<file path="src/rtl/mode_sequencer.sv">
// mode_sequencer
//   Steps {main_mode, sub_mode} through a programmed range for the BER test
//   chain. Each step consists of a settle window (SETTLE_CYC cycles) followed
//   by a measurement window (max(dwell,1) cycles) during which meas_en is high.
//   Idle outputs are all zero, which downstream decodes as the disabled word.
//
// Parameters
//   DW_W        width of dwell
//   SETTLE_CYC  settle cycles per step (>= 2)
//
// Ports
//   clk         clock, all logic on posedge
//   rst         synchronous active-high reset
//   start       1-cycle run request, sampled only when idle
//   abort       stop run, highest priority while running
//   main_first  first main mode of the run
//   main_last   last main mode of the run (inclusive)
//   sub_last    sub mode runs 0..sub_last for each main mode
//   dwell       measurement cycles per step (0 behaves as 1)
//   main_mode   registered main mode to the stimulus stage
//   sub_mode    registered sub mode to the stimulus stage
//   meas_en     measurement window
//   step_done   1-cycle pulse after the last measurement cycle of a step
//   busy        run in progress
//   done        1-cycle pulse on normal completion
//   aborted     1-cycle pulse on abort
//   cfg_err     1-cycle pulse on start with main_first > main_last
module mode_sequencer #(
  parameter int DW_W       = 16,
  parameter int SETTLE_CYC = 4
) (
  input  logic            clk,
  input  logic            rst,
  input  logic            start,
  input  logic            abort,
  input  logic [7:0]      main_first,
  input  logic [7:0]      main_last,
  input  logic [7:0]      sub_last,
  input  logic [DW_W-1:0] dwell,
  output logic [7:0]      main_mode,
  output logic [7:0]      sub_mode,
  output logic            meas_en,
  output logic            step_done,
  output logic            busy,
  output logic            done,
  output logic            aborted,
  output logic            cfg_err
);

  // One down-counter serves both windows, so it must hold either reload value.
  localparam int SET_W = $clog2(SETTLE_CYC + 1);
  localparam int CNT_W = (DW_W > SET_W) ? DW_W : SET_W;
  localparam logic [CNT_W-1:0] SETTLE_RELOAD = CNT_W'(SETTLE_CYC - 1);

  typedef enum logic [1:0] {
    IDLE    = 2'd0,
    SETTLE  = 2'd1,
    MEASURE = 2'd2
  } state_t;

  state_t          state_reg, state_next;
  logic [CNT_W-1:0] cnt_reg, cnt_next;
  logic [7:0]      main_reg, main_next;
  logic [7:0]      sub_reg, sub_next;
  logic [7:0]      main_last_reg, main_last_next;
  logic [7:0]      sub_last_reg, sub_last_next;
  logic [DW_W-1:0] dwell_m1_reg, dwell_m1_next;
  logic            meas_en_reg, meas_en_next;
  logic            step_done_reg, step_done_next;
  logic            busy_reg, busy_next;
  logic            done_reg, done_next;
  logic            aborted_reg, aborted_next;
  logic            cfg_err_reg, cfg_err_next;

  always_ff @(posedge clk) begin
    if (rst) begin
      state_reg     <= IDLE;
      cnt_reg       <= '0;
      main_reg      <= '0;
      sub_reg       <= '0;
      main_last_reg <= '0;
      sub_last_reg  <= '0;
      dwell_m1_reg  <= '0;
      meas_en_reg   <= 1'b0;
      step_done_reg <= 1'b0;
      busy_reg      <= 1'b0;
      done_reg      <= 1'b0;
      aborted_reg   <= 1'b0;
      cfg_err_reg   <= 1'b0;
    end else begin
      state_reg     <= state_next;
      cnt_reg       <= cnt_next;
      main_reg      <= main_next;
      sub_reg       <= sub_next;
      main_last_reg <= main_last_next;
      sub_last_reg  <= sub_last_next;
      dwell_m1_reg  <= dwell_m1_next;
      meas_en_reg   <= meas_en_next;
      step_done_reg <= step_done_next;
      busy_reg      <= busy_next;
      done_reg      <= done_next;
      aborted_reg   <= aborted_next;
      cfg_err_reg   <= cfg_err_next;
    end
  end

  always_comb begin
    state_next     = state_reg;
    cnt_next       = cnt_reg;
    main_next      = main_reg;
    sub_next       = sub_reg;
    main_last_next = main_last_reg;
    sub_last_next  = sub_last_reg;
    dwell_m1_next  = dwell_m1_reg;
    meas_en_next   = meas_en_reg;
    busy_next      = busy_reg;
    step_done_next = 1'b0;
    done_next      = 1'b0;
    aborted_next   = 1'b0;
    cfg_err_next   = 1'b0;

    case (state_reg)
      IDLE: begin
        // abort is deliberately ignored here so start+abort starts a run.
        if (start) begin
          if (main_first <= main_last) begin
            main_last_next = main_last;
            sub_last_next  = sub_last;
            dwell_m1_next  = (dwell == '0) ? '0 : dwell - 1'b1;
            main_next      = main_first;
            sub_next       = '0;
            busy_next      = 1'b1;
            cnt_next       = SETTLE_RELOAD;
            state_next     = SETTLE;
          end else begin
            cfg_err_next = 1'b1;
          end
        end
      end

      SETTLE: begin
        if (abort) begin
          state_next   = IDLE;
          main_next    = '0;
          sub_next     = '0;
          meas_en_next = 1'b0;
          busy_next    = 1'b0;
          aborted_next = 1'b1;
        end else if (cnt_reg == '0) begin
          state_next   = MEASURE;
          meas_en_next = 1'b1;
          cnt_next     = CNT_W'(dwell_m1_reg);
        end else begin
          cnt_next = cnt_reg - 1'b1;
        end
      end

      MEASURE: begin
        if (abort) begin
          // Abort wins even on the final dwell cycle: no step_done/done.
          state_next   = IDLE;
          main_next    = '0;
          sub_next     = '0;
          meas_en_next = 1'b0;
          busy_next    = 1'b0;
          aborted_next = 1'b1;
        end else if (cnt_reg == '0) begin
          meas_en_next   = 1'b0;
          step_done_next = 1'b1;
          // Compare against the last value before incrementing so that a
          // last value of 255 terminates instead of wrapping.
          if (sub_reg < sub_last_reg) begin
            sub_next   = sub_reg + 8'd1;
            cnt_next   = SETTLE_RELOAD;
            state_next = SETTLE;
          end else if (main_reg < main_last_reg) begin
            main_next  = main_reg + 8'd1;
            sub_next   = '0;
            cnt_next   = SETTLE_RELOAD;
            state_next = SETTLE;
          end else begin
            main_next  = '0;
            sub_next   = '0;
            busy_next  = 1'b0;
            done_next  = 1'b1;
            state_next = IDLE;
          end
        end else begin
          cnt_next = cnt_reg - 1'b1;
        end
      end

      default: begin
        state_next = IDLE;
      end
    endcase
  end

  assign main_mode = main_reg;
  assign sub_mode  = sub_reg;
  assign meas_en   = meas_en_reg;
  assign step_done = step_done_reg;
  assign busy      = busy_reg;
  assign done      = done_reg;
  assign aborted   = aborted_reg;
  assign cfg_err   = cfg_err_reg;

endmodule

</file>
<file path="config.mk">
export PLATFORM = sky130hd
export DESIGN_NAME = mode_sequencer
export DESIGN_NICKNAME = d
export VERILOG_FILES = /design/src/rtl/mode_sequencer.sv
export SDC_FILE = /design/constraint.sdc
export NUM_CORES = 1
export LEC_CHECK = 0
export CORE_MARGIN = 2
export CORE_UTILIZATION = 35
export DETAILED_ROUTE_END_ITERATION = 7
export PLACE_DENSITY = 0.6
export SLEW_MARGIN = 20
export SYNTH_ARGS = -nofsm -noshare
export SYNTH_HDL_FRONTEND = slang
export SYNTH_SLANG_ARGS = --single-unit
</file>
<file path="constraint.sdc">
create_clock -name clk -period 7.3 [get_ports clk]
set_input_delay 1.46 -clock clk [delete_from_list [all_inputs] [get_ports clk]]
set_output_delay 1.46 -clock clk [all_outputs]
set_load 0.05 [all_outputs]
</file>
Yosys cells after proc, flatten, opt, wreduce, memory -nomap -nowiden
Index checks and enable logic that the tools add are counted.
Word-level totals
  register bits after elaboration: 72
  input bits: 44
  output and inout port bits: 22
Cells by class
  add/subtract/negate cells: 4
  $lt $le $gt $ge: 3
  equal/unequal tests: 12
  multiplexer cells: 50
  bitwise logic cells: 5
  reduce and logical (&&, ||, !) cells: 17
Operator list (count)
  $mux 16: 9
  $mux 8: 12
  $pmux 16 s3: 1
  $pmux 8 s3: 2
  $logic_not 16->1: 2
  $sub 16x1->16 const B: 2
  $mux 1: 17
  $add 8x1->8 const B: 2
  $lt 8x8->1: 2
  $mux 2: 6
  $ne 3x3->1 const B: 4
  $reduce_and 6->1: 2
  $ne 2x2->1 const B: 5
  $le 8x8->1: 1
  $reduce_and 7->1: 1
  $pmux 2 s3: 1
  $reduce_and 3->1: 2
  $reduce_or 3->1: 2
  $not 1->1: 5
  $reduce_and 5->1: 1
  $reduce_or 5->1: 1
  $ne 4x4->1 const B: 1
  $reduce_and 4->1: 1
  $reduce_or 2->1: 2
  7 further kinds: 7

Depth between registers and ports, before layout
Gate-level depths: netlist (run 1).
  depth after elaboration: 6
  gate-level depth with buffers: 10
  depth with buffers taken out: 9

Worst setup path after synthesis (run 1)
Ideal clock, no wire load.
  path type: input to register
  start: input main_last[7]
  end: register cnt_reg[13]
  data arrival time: 3260 ps
  required time: 7175 ps
  setup slack: 3915 ps
  stages on the path: 10
  path buffers: 1
  cell sequence: inv_1 > ha_1 > and4_1 > nand2_2 > a31o_2 > nor3_2 > nand3_1 > buf_2 > o211ai_1 > o31ai_1
On the way
  cells in the longest elaborated chain, start to end: 3
RTL lines
  from (decl): RTL line 37  | input logic [7:0] main_last,
  $le 8x8->1: RTL line 126  | if (main_first <= main_last) begin
  $ne 2x2->1 (no line)
  $reduce_and 6->1 (no line)
  to (signal assigned): RTL line 92  | cnt_reg <= cnt_next;
  to (decl): RTL line 62  | logic [CNT_W-1:0] cnt_reg, cnt_next;
No other way between the ends.
A chain may end at the register's enable or synchronous reset.

Worst setup path after layout (run 1)
  start: input main_last[7]
  end: register cnt_reg[7]
Same word-level chain as after synthesis.

==> results of run 1 <==
## placed cells by master (no fill, tap or decap), drive strengths merged, types with 3 or more instances in the layout
cell type | Yosys | layout
a211oi | 6 | 6
a21oi | 66 | 66
a31o | 5 | 5
a31oi | 5 | 5
a32o | 3 | 3
and2 | 4 | 4
and3 | 9 | 9
buf | 5 | 3
clkbuf | 20 | 13
clkdlybuf4s50 | 0 | 64
dfxtp | 72 | 72
ha | 31 | 31
inv | 35 | 35
nand2 | 79 | 79
nand2b | 3 | 3
nand3 | 41 | 41
nand4 | 5 | 5
nor2 | 39 | 39
nor2b | 7 | 7
nor3 | 10 | 10
nor3b | 6 | 6
nor4 | 8 | 8
o211ai | 3 | 3
o21a | 4 | 4
o21ai | 24 | 24
o31ai | 7 | 7
o32ai | 3 | 3
or2 | 3 | 3
or3 | 4 | 4
or4 | 6 | 6
xnor2 | 7 | 7
xor2 | 12 | 12
## worst paths after layout
| path | startpoint | endpoint | slack, ns | cells past startpoint |
|---|---|---|---|---|
| setup / recovery | main_last[7] | cnt_reg[7]$_SDFFE_PP0P_ | 2.72 | 10 |
| hold / removal | sub_last_reg[7]$_SDFFE_PP0P_ | sub_last_reg[7]$_SDFFE_PP0P_ | 0.45 | 2 |
| setup reg to reg | cnt_reg[0]$_SDFFE_PP0P_ | cnt_reg[7]$_SDFFE_PP0P_ | 3.84 | 9 |
| hold reg to reg | sub_last_reg[7]$_SDFFE_PP0P_ | sub_last_reg[7]$_SDFFE_PP0P_ | 0.45 | 2 |
## worst max-delay path, stage by stage
cell	delay (ns)
clkdlybuf4s50_1	0.48
inv_1	0.05
ha_1	0.30
and4_1	0.25
nand2_2	0.07
a31o_2	0.28
nor3_2	0.31
nand3_1	0.75
a2111oi_0	0.72
a31o_2	0.17
## stage by stage
step / std cells / cell area (sq um) / hold WS, ns / setup slack [ns]
6_report: 798 / 5520 / 0.453 / 2.72
5_1_grt: 798 / 5520 / 0.468 / 2.45
4_1_cts: 798 / 5520 / 0.454 / 2.75
3_5_place_dp: 782 / 5220 / 0.446 / 2.53
3_3_place_gp: 782 / 5220 / 0.442 / 2.64
2_1_floorplan: 569 / 4490 / 0.427 / 3.92
## cells by family after synthesis
group / after synthesis / share of synthesized area, %
adders and majority gates: 31 / 8.64
and+or+nand+nor: 237 / 28.3
muxes: 4 / 0.948
AOI/OAI and AO/OA: 145 / 20.2
DFF: 72 / 32.1
buffers and inverters: 61 / 6.16
xor gates and xnor gates: 19 / 3.71
## routing by layer
metal | vias to the layer above | track usage (%) | share of wire, %
li1 | 2139 | - | -
met1 | 2029 | 25.6 | 49
met2 | 98 | 28.4 | 46
met3 | 16 | 3.35 | 4.0
met4 | 0 | 6.12 | 1.5
met5 | - | 0 | 0
## power by group through the flow
stage	combinational, W	clock [W]	sequential, W
CTS	0.000614	0.000457	0.000476
floorplan	0.000394	0	0.000523
finish	0.000612	0.000452	0.000476
global route	0.000682	0.000479	0.000482
global placement	0.000600	0	0.000483
detailed placement	0.000610	0	0.000484
## area by class of cell
cell class | count | area (sq um)
fillers | 1253 | 7050
multi-input cells | 436 | 2770
flip-flops and latches | 72 | 1440
repair buffers | 67 | 661
clock buffers | 13 | 260
well taps | 172 | 215
inverters | 35 | 131
clock inverters | 3 | 40.0
==> results.toml, run 1 <==
[status]
status = "complete, no violations"

[floorplanning]
core-area_sq_um = 12600
die_x_um = 117
die_area_sq_um = 13700
rows = 41
start_util_pct = 35.7
io_pins = 66
die_h_um = 117

[placement]
gp_congestion = 0.845
portBuffers = 65
hpwl_mm = 8.81

[cts]
path_clk_slew_ns = 0.06
ctsHoldBuffers = 0
cts.sinks = 72
numCtsBuffers = 9
h-tree-depth = 3
clk_latency_ns = 0.34
cts-root-buf = "clkbuf_16"
ctsResizeCount = 0
clock_tree.buffer_depth = 2
postCtsSetupBuffers = 0
cts_tree = "yes"

[timing]
rsz0062_at_grt = "no"
finalSetupTns_ns = 0
slew_violations = 0
slew_headroom_pct = 35.1
fin_crit_ns = 4.58
setup_violations = 0
period_share_pct = 62.7
fmax_mhz = 218
skew_ns = 0.00593
finalHoldViolations = 0
worst_slew_pin_slew_ns = 0.971

[critical_path]
worstSetupPathType = "input port to flip-flop"
worstPathArrival_ns = 4.86
crit_path_start_kind = "input port"
cp.required_ns = 7.58
crit_path_end_kind = "flip-flop"
critical_path_peak_fanout = 26

[synth]
ys_warn_count = 0
syn_avg_cell_area_sq_um = 7.89
async_flop_share_pct = 0
synthTopCellsByArea = "dfxtp_1, ha_1, a21oi_1"
dominantRegCellSynth = "dfxtp_1"
ys_types = 76
synth_edf_count = 0
synth-seq-cells = 72
syn_inst = 569
synth-seq-area-share_pct = 32.1
yosys.area.top_type = "dfxtp_1"
netlist_area_sq_um = 4490
synth.most_common_cell = "nand2_1"
netlist.area_leader.share_pct = 32.1
synth_fp_nets = 644
synth_common_cells = "nand2_1, dfxtp_1, a21oi_1, nand3_1, nor2_1"

[global_route]
grt_max_degree = 61
grt_use_total_pct = 18.3
grt_pass1_vias = 4048
grt_overflow = 0
grt_pass1_wl_mm = 19.8
antenna_found_initial = 0

[detailed_routing]
dr.pass1.iters = 4
drt-total-wl_mm = 12.1
drt_iter0_drc = 244
ant_nets = 0
vias = 4282
wl_per_cell_um = 15.1
viasPerCell = 5.37
drcViolationCount = 0

[cells_and_area]
area_growth_pct = 23.0
n_antenna_cell = 0
finish.utilization_pct = 43.9
drive_gt1_share_pct = 6.87
nNetsFinal = 696

[power_and_ir_drop]
p_per_area_nw_per_um2 = 279
clkPwrFrac_pct = 29.4
p_seq_share_pct = 30.9
p_total_w = 0.00154
switching_power_w = 0.000599
p_int_w = 0.000941
swShare_pct = 38.9
leakagePower_nw = 2.11
ir_drop_mv = 0.113
power_frac_comb_pct = 39.8

[hold_path]
hold_class = "flip-flop to flip-flop"

[run]
cap_violations = 0
(Power assumes the default switching activity.)
==> run 2, diff against run 1 <==
- PLACE_DENSITY: 0.6 -> 0.62
- clock period: 7.3 -> 3.8 ns (I/O delays scaled with it)
==> run 2 against run 1 <==
  * Register-to-register slack worse by 2.9 ns
  * Flip-flop and latch count stayed put
  * Clock skew is 0.0011 ns higher
  * Worst hold slack better by 0.0013 ns
  * Critical path depth stayed put
==> results.toml, run 2 (synthesized netlist as in run 1, its figures left out) <==
[status]
status = "complete, no violations"

[cts]
cts-root-buf = "clkbuf_16"
postCtsSetupBuffers = 0
numCtsBuffers = 9
path_clk_slew_ns = 0.05
clk_latency_ns = 0.33
clock_tree.buffer_depth = 2
ctsResizeCount = 0
cts_tree = "yes"
ctsHoldBuffers = 0
h-tree-depth = 3
cts.sinks = 72

[timing]
skew_ns = 0.00705
worst_slew_pin_slew_ns = 0.775
rsz0062_at_grt = "no"
fmax_mhz = 305
finalHoldViolations = 0
finalSetupTns_ns = 0
setup_violations = 0
slew_headroom_pct = 47.8
period_share_pct = 86.1
fin_crit_ns = 3.27
slew_violations = 0

[power_and_ir_drop]
p_int_w = 0.00195
p_seq_share_pct = 29.7
switching_power_w = 0.00115
swShare_pct = 37.0
ir_drop_mv = 0.272
p_per_area_nw_per_um2 = 552
p_total_w = 0.00309
power_frac_comb_pct = 38.6
clkPwrFrac_pct = 31.7
leakagePower_nw = 2.15

[floorplanning]
io_pins = 66
rows = 41
die_x_um = 117
die_area_sq_um = 13700
start_util_pct = 35.7
die_h_um = 117
core-area_sq_um = 12600

[cells_and_area]
final_common_cell = "nand2_1"
drive_gt1_share_pct = 7.77
final_cell_mix = "nand2_1, dfxtp_1, a21oi_1, clkdlybuf4s50_1, nand3_1"
area_growth_pct = 24.9
finish.utilization_pct = 44.6
nNetsFinal = 701
n_antenna_cell = 0

[detailed_routing]
drt_iter0_drc = 194
ant_nets = 0
drt-total-wl_mm = 11.9
vias = 4297
dr.pass1.iters = 5
viasPerCell = 5.35
wl_per_cell_um = 14.9
drcViolationCount = 0

[placement]
gp_congestion = 0.868
hpwl_mm = 8.91
portBuffers = 65

[critical_path]
slowest_stage = "clkdlybuf4s50_1"
cp.required_ns = 4.03
worstPathArrival_ns = 3.50
slowest_delay_ns = 0.49
path_cells = "clkdlybuf4s50_1 > inv_1 > ha_1 > and4_1 > nand2_2 > a31o_2 > nor3_2 > nand3_1 > buf_4 > o41ai_1"
critical_path_peak_fanout = 10
crit_path_end_kind = "flip-flop"
critPathLaunch = "main_last[7]"
r2r-start = "state_reg[1]$_SDFFE_PP0P_"
worstSetupPathType = "input port to flip-flop"
crit_path_start_kind = "input port"

[global_route]
grt_pass1_wl_mm = 19.5
grt_pass1_vias = 4048
grt_use_total_pct = 18.0
grt_max_degree = 37
antenna_found_initial = 0
grt_overflow = 0

[hold_path]
hold_class = "flip-flop to flip-flop"
hp-start = "dwell_m1_reg[7]$_SDFFE_PP0P_"

[run]
cap_violations = 0
run 2: layout make-up:
type                    instances  area [sq um]
fillers                      1228          6960
multi-input cells             436          2770
clock buffers                  11           243
clock inverters                 5           104
inverters                      35           131
flip-flops and latches         72          1440
repair buffers                 72           698
well taps                     172           215
run 2: worst max-delay path, delay by kind of cell:
kind / cells / cell delay, ns
simple gates: 4 / 1.01
buf+inv: 3 / 0.82
fa+ha+maj: 1 / 0.30
compound gates: 2 / 0.62
run 2: per-layer routing:
metal  wire [um]  GRT usage (%)
met5           0              0
met1        5630           24.6
met4         153           6.90
met2        5520           28.3
met3         629           3.19
run 2: final timing paths:
check | slack (ns) | endpoint | cells after the start
setup / recovery | 0.53 | cnt_reg[6]$_SDFFE_PP0P_ | 10
setup reg to reg | 0.98 | cnt_reg[10]$_SDFFE_PP0P_ | 8
hold reg to reg | 0.45 | dwell_m1_reg[7]$_SDFFE_PP0P_ | 2
hold / removal | 0.45 | dwell_m1_reg[7]$_SDFFE_PP0P_ | 2
run 2: metrics by stage:
| step | hold WS [ns] | setup slack [ns] | instances | area (sq um) |
|---|---|---|---|---|
| final | 0.454 | 0.526 | 803 | 5610 |
| after global routing | 0.472 | 0.367 | 803 | 5610 |
| after CTS | 0.455 | 0.564 | 803 | 5610 |
| after detailed placement | 0.447 | 0.235 | 787 | 5260 |
| after global placement | 0.442 | 0.320 | 787 | 5260 |
| after floorplan | 0.427 | 1.12 | 569 | 4490 |
run 2: power groups by stage:
stage	sequential [W]	combinational, W	clock, W
after detailed placement	0.000934	0.00119	0
after CTS	0.000918	0.00119	0.00100
after global placement	0.000933	0.00117	0
after floorplan	0.00100	0.000757	0
after global routing	0.000929	0.00132	0.00103
final	0.000918	0.00120	0.000980
==> run 3, diff against run 2 <==
==> constraint.sdc (replaced) <==
create_clock -name clk -period 3.8 [get_ports clk]
set_input_delay 0.95 -clock clk [delete_from_list [all_inputs] [get_ports clk]]
set_output_delay 0.95 -clock clk [all_outputs]
set_load 0.05 [all_outputs]
==> run 3 against run 2 <==
  * Clock power is 20% lower
  * Sequential power barely moved
  * Count of clock-buffer cells in the layout rose by 3
  * First-iteration DRC count rose by 0.52%
  * Utilization decreased by 0.40 points
  * Total power shrank 6.1%
  * Routed wire length is 0.54% lower
  * Worst hold slack lost 0.0029 ns
  * Cell area is 0.89% lower
==> results.toml, run 3 (synthesized netlist as in run 1, its figures left out) <==
[status]
status = "complete, no violations"

[timing]
finalHoldViolations = 0
worst_slew_pin_slew_ns = 0.829
slew_headroom_pct = 44.8
rsz0062_at_grt = "no"
setup_violations = 0
fin_crit_ns = 3.20
fmax_mhz = 312
skew_ns = 0.00454
finalSetupTns_ns = 0
period_share_pct = 84.3
slew_violations = 0
fin_ws_ns = 0.595

[critical_path]
worstSetupPathType = "input port to flip-flop"
crit_path_start_kind = "input port"
cp.required_ns = 4.05
worstPathArrival_ns = 3.46
crit_path_end_kind = "flip-flop"
critical_path_peak_fanout = 6

[cells_and_area]
finalNonFillerCells = 804
area_growth_pct = 23.8
final_cell_mix = "nand2_1, dfxtp_1, a21oi_1, clkdlybuf4s50_1, nand3_1"
final_common_cell = "nand2_1"
n_antenna_cell = 0
fill_cells = 1238
nNetsFinal = 704
drive_gt1_share_pct = 7.75

[placement]
dp_slack_ns = 0.278
hpwl_mm = 9.01
gp_congestion = 0.864
placedCellCount = 790
portBuffers = 65

[cts]
postCtsSetupBuffers = 0
ctsHoldBuffers = 0
cts-root-buf = "clkbuf_16"
path_clk_slew_ns = 0.05
clk_latency_ns = 0.33
ctsResizeCount = 0
cts_tree = "yes"
cts.sinks = 72
h-tree-depth = 3
numCtsBuffers = 9
clock_tree.buffer_depth = 2

[power_and_ir_drop]
ir_drop_mv = 0.228
p_total_w = 0.00290
leakagePower_nw = 2.13
p_per_area_nw_per_um2 = 522

[run]
cap_violations = 0

[detailed_routing]
wl_per_cell_um = 14.8
ant_nets = 0
drt_iter0_drc = 195
dr.pass1.iters = 5
vias = 4246
drt-total-wl_mm = 11.9
drcViolationCount = 0
viasPerCell = 5.28

[floorplanning]
start_util_pct = 35.7
die_x_um = 117
io_pins = 66
die_area_sq_um = 13700
rows = 41
core-area_sq_um = 12600
die_h_um = 117

[global_route]
antenna_found_initial = 0
grt_use_total_pct = 18.2
grt_pass1_vias = 4071
grt_max_degree = 41
grt_pass1_wl_mm = 19.7
grt_overflow = 0

[hold_path]
hold_class = "flip-flop to flip-flop"
## run 3: cell types whose count changed in the layout (fill, tap and decap cells not counted), sizes merged
| cell | delta |
|---|---|
| clkinv | -2 |
| bufinv | -3 |
| buf | +3 |
| clkbuf | +3 |
## run 3: area by class of cell
type                       instances  area, sq um  area share, %
timing repair buffer              75          721           13.0
inverter                          35          131           2.36
tap                              172          215           3.87
multi-input combinational        436         2770           49.9
clock buffer                      14          274           4.93
sequential                        72         1440           25.9
## run 3: worst paths after layout
check                                                   from                            to  slack [ns]  depth (start not counted)
worst max register to register     state_reg[1]$_SDFFE_PP0P_      cnt_reg[10]$_SDFFE_PP0P_        1.04                          8
worst max-delay path                            main_last[5]      sub_mode[7]$_SDFFE_PP0P_        0.60                         10
worst min-delay path            dwell_m1_reg[6]$_SDFFE_PP0P_  dwell_m1_reg[6]$_SDFFE_PP0P_        0.45                          2
worst min register to register  dwell_m1_reg[6]$_SDFFE_PP0P_  dwell_m1_reg[6]$_SDFFE_PP0P_        0.45                          2
## run 3: through the flow
stage	util, %	cell area, sq um	hold WS, ns
6_report	44.2	5560	0.451
5_1_grt	44.2	5560	0.466
4_1_cts	44.2	5560	0.453
3_5_place_dp	42.0	5280	0.446
3_3_place_gp	42.0	5280	0.443
2_1_floorplan	-	4490	0.427
## run 3: where the power goes
group | internal (W) | leakage (nW) | switching [W]
Clock | 0.000488 | 0.135 | 0.000295
Sequential | 0.000838 | 0.586 | 0.0000817
Combinational | 0.000458 | 1.41 | 0.000742
Total | 0.00178 | 2.13 | 0.00112
## run 3: critical path, cell delays in order
cell	delay, ns
clkdlybuf4s50_1	0.48
inv_1	0.05
ha_1	0.29
a21oi_1	0.17
o21ai_0	0.14
a31o_2	0.30
nor4b_4	0.42
nand2_2	0.13
or3_1	0.37
a21oi_1	0.16
## run 3: metal layers
metal	part of all wire, %	vias to the layer above	GRT usage (%)
li1	-	2158	-
met1	49	1983	25.2
met2	46	89	28.6
met3	3.2	16	2.21
met4	2.0	0	8.00
met5	0	-	0
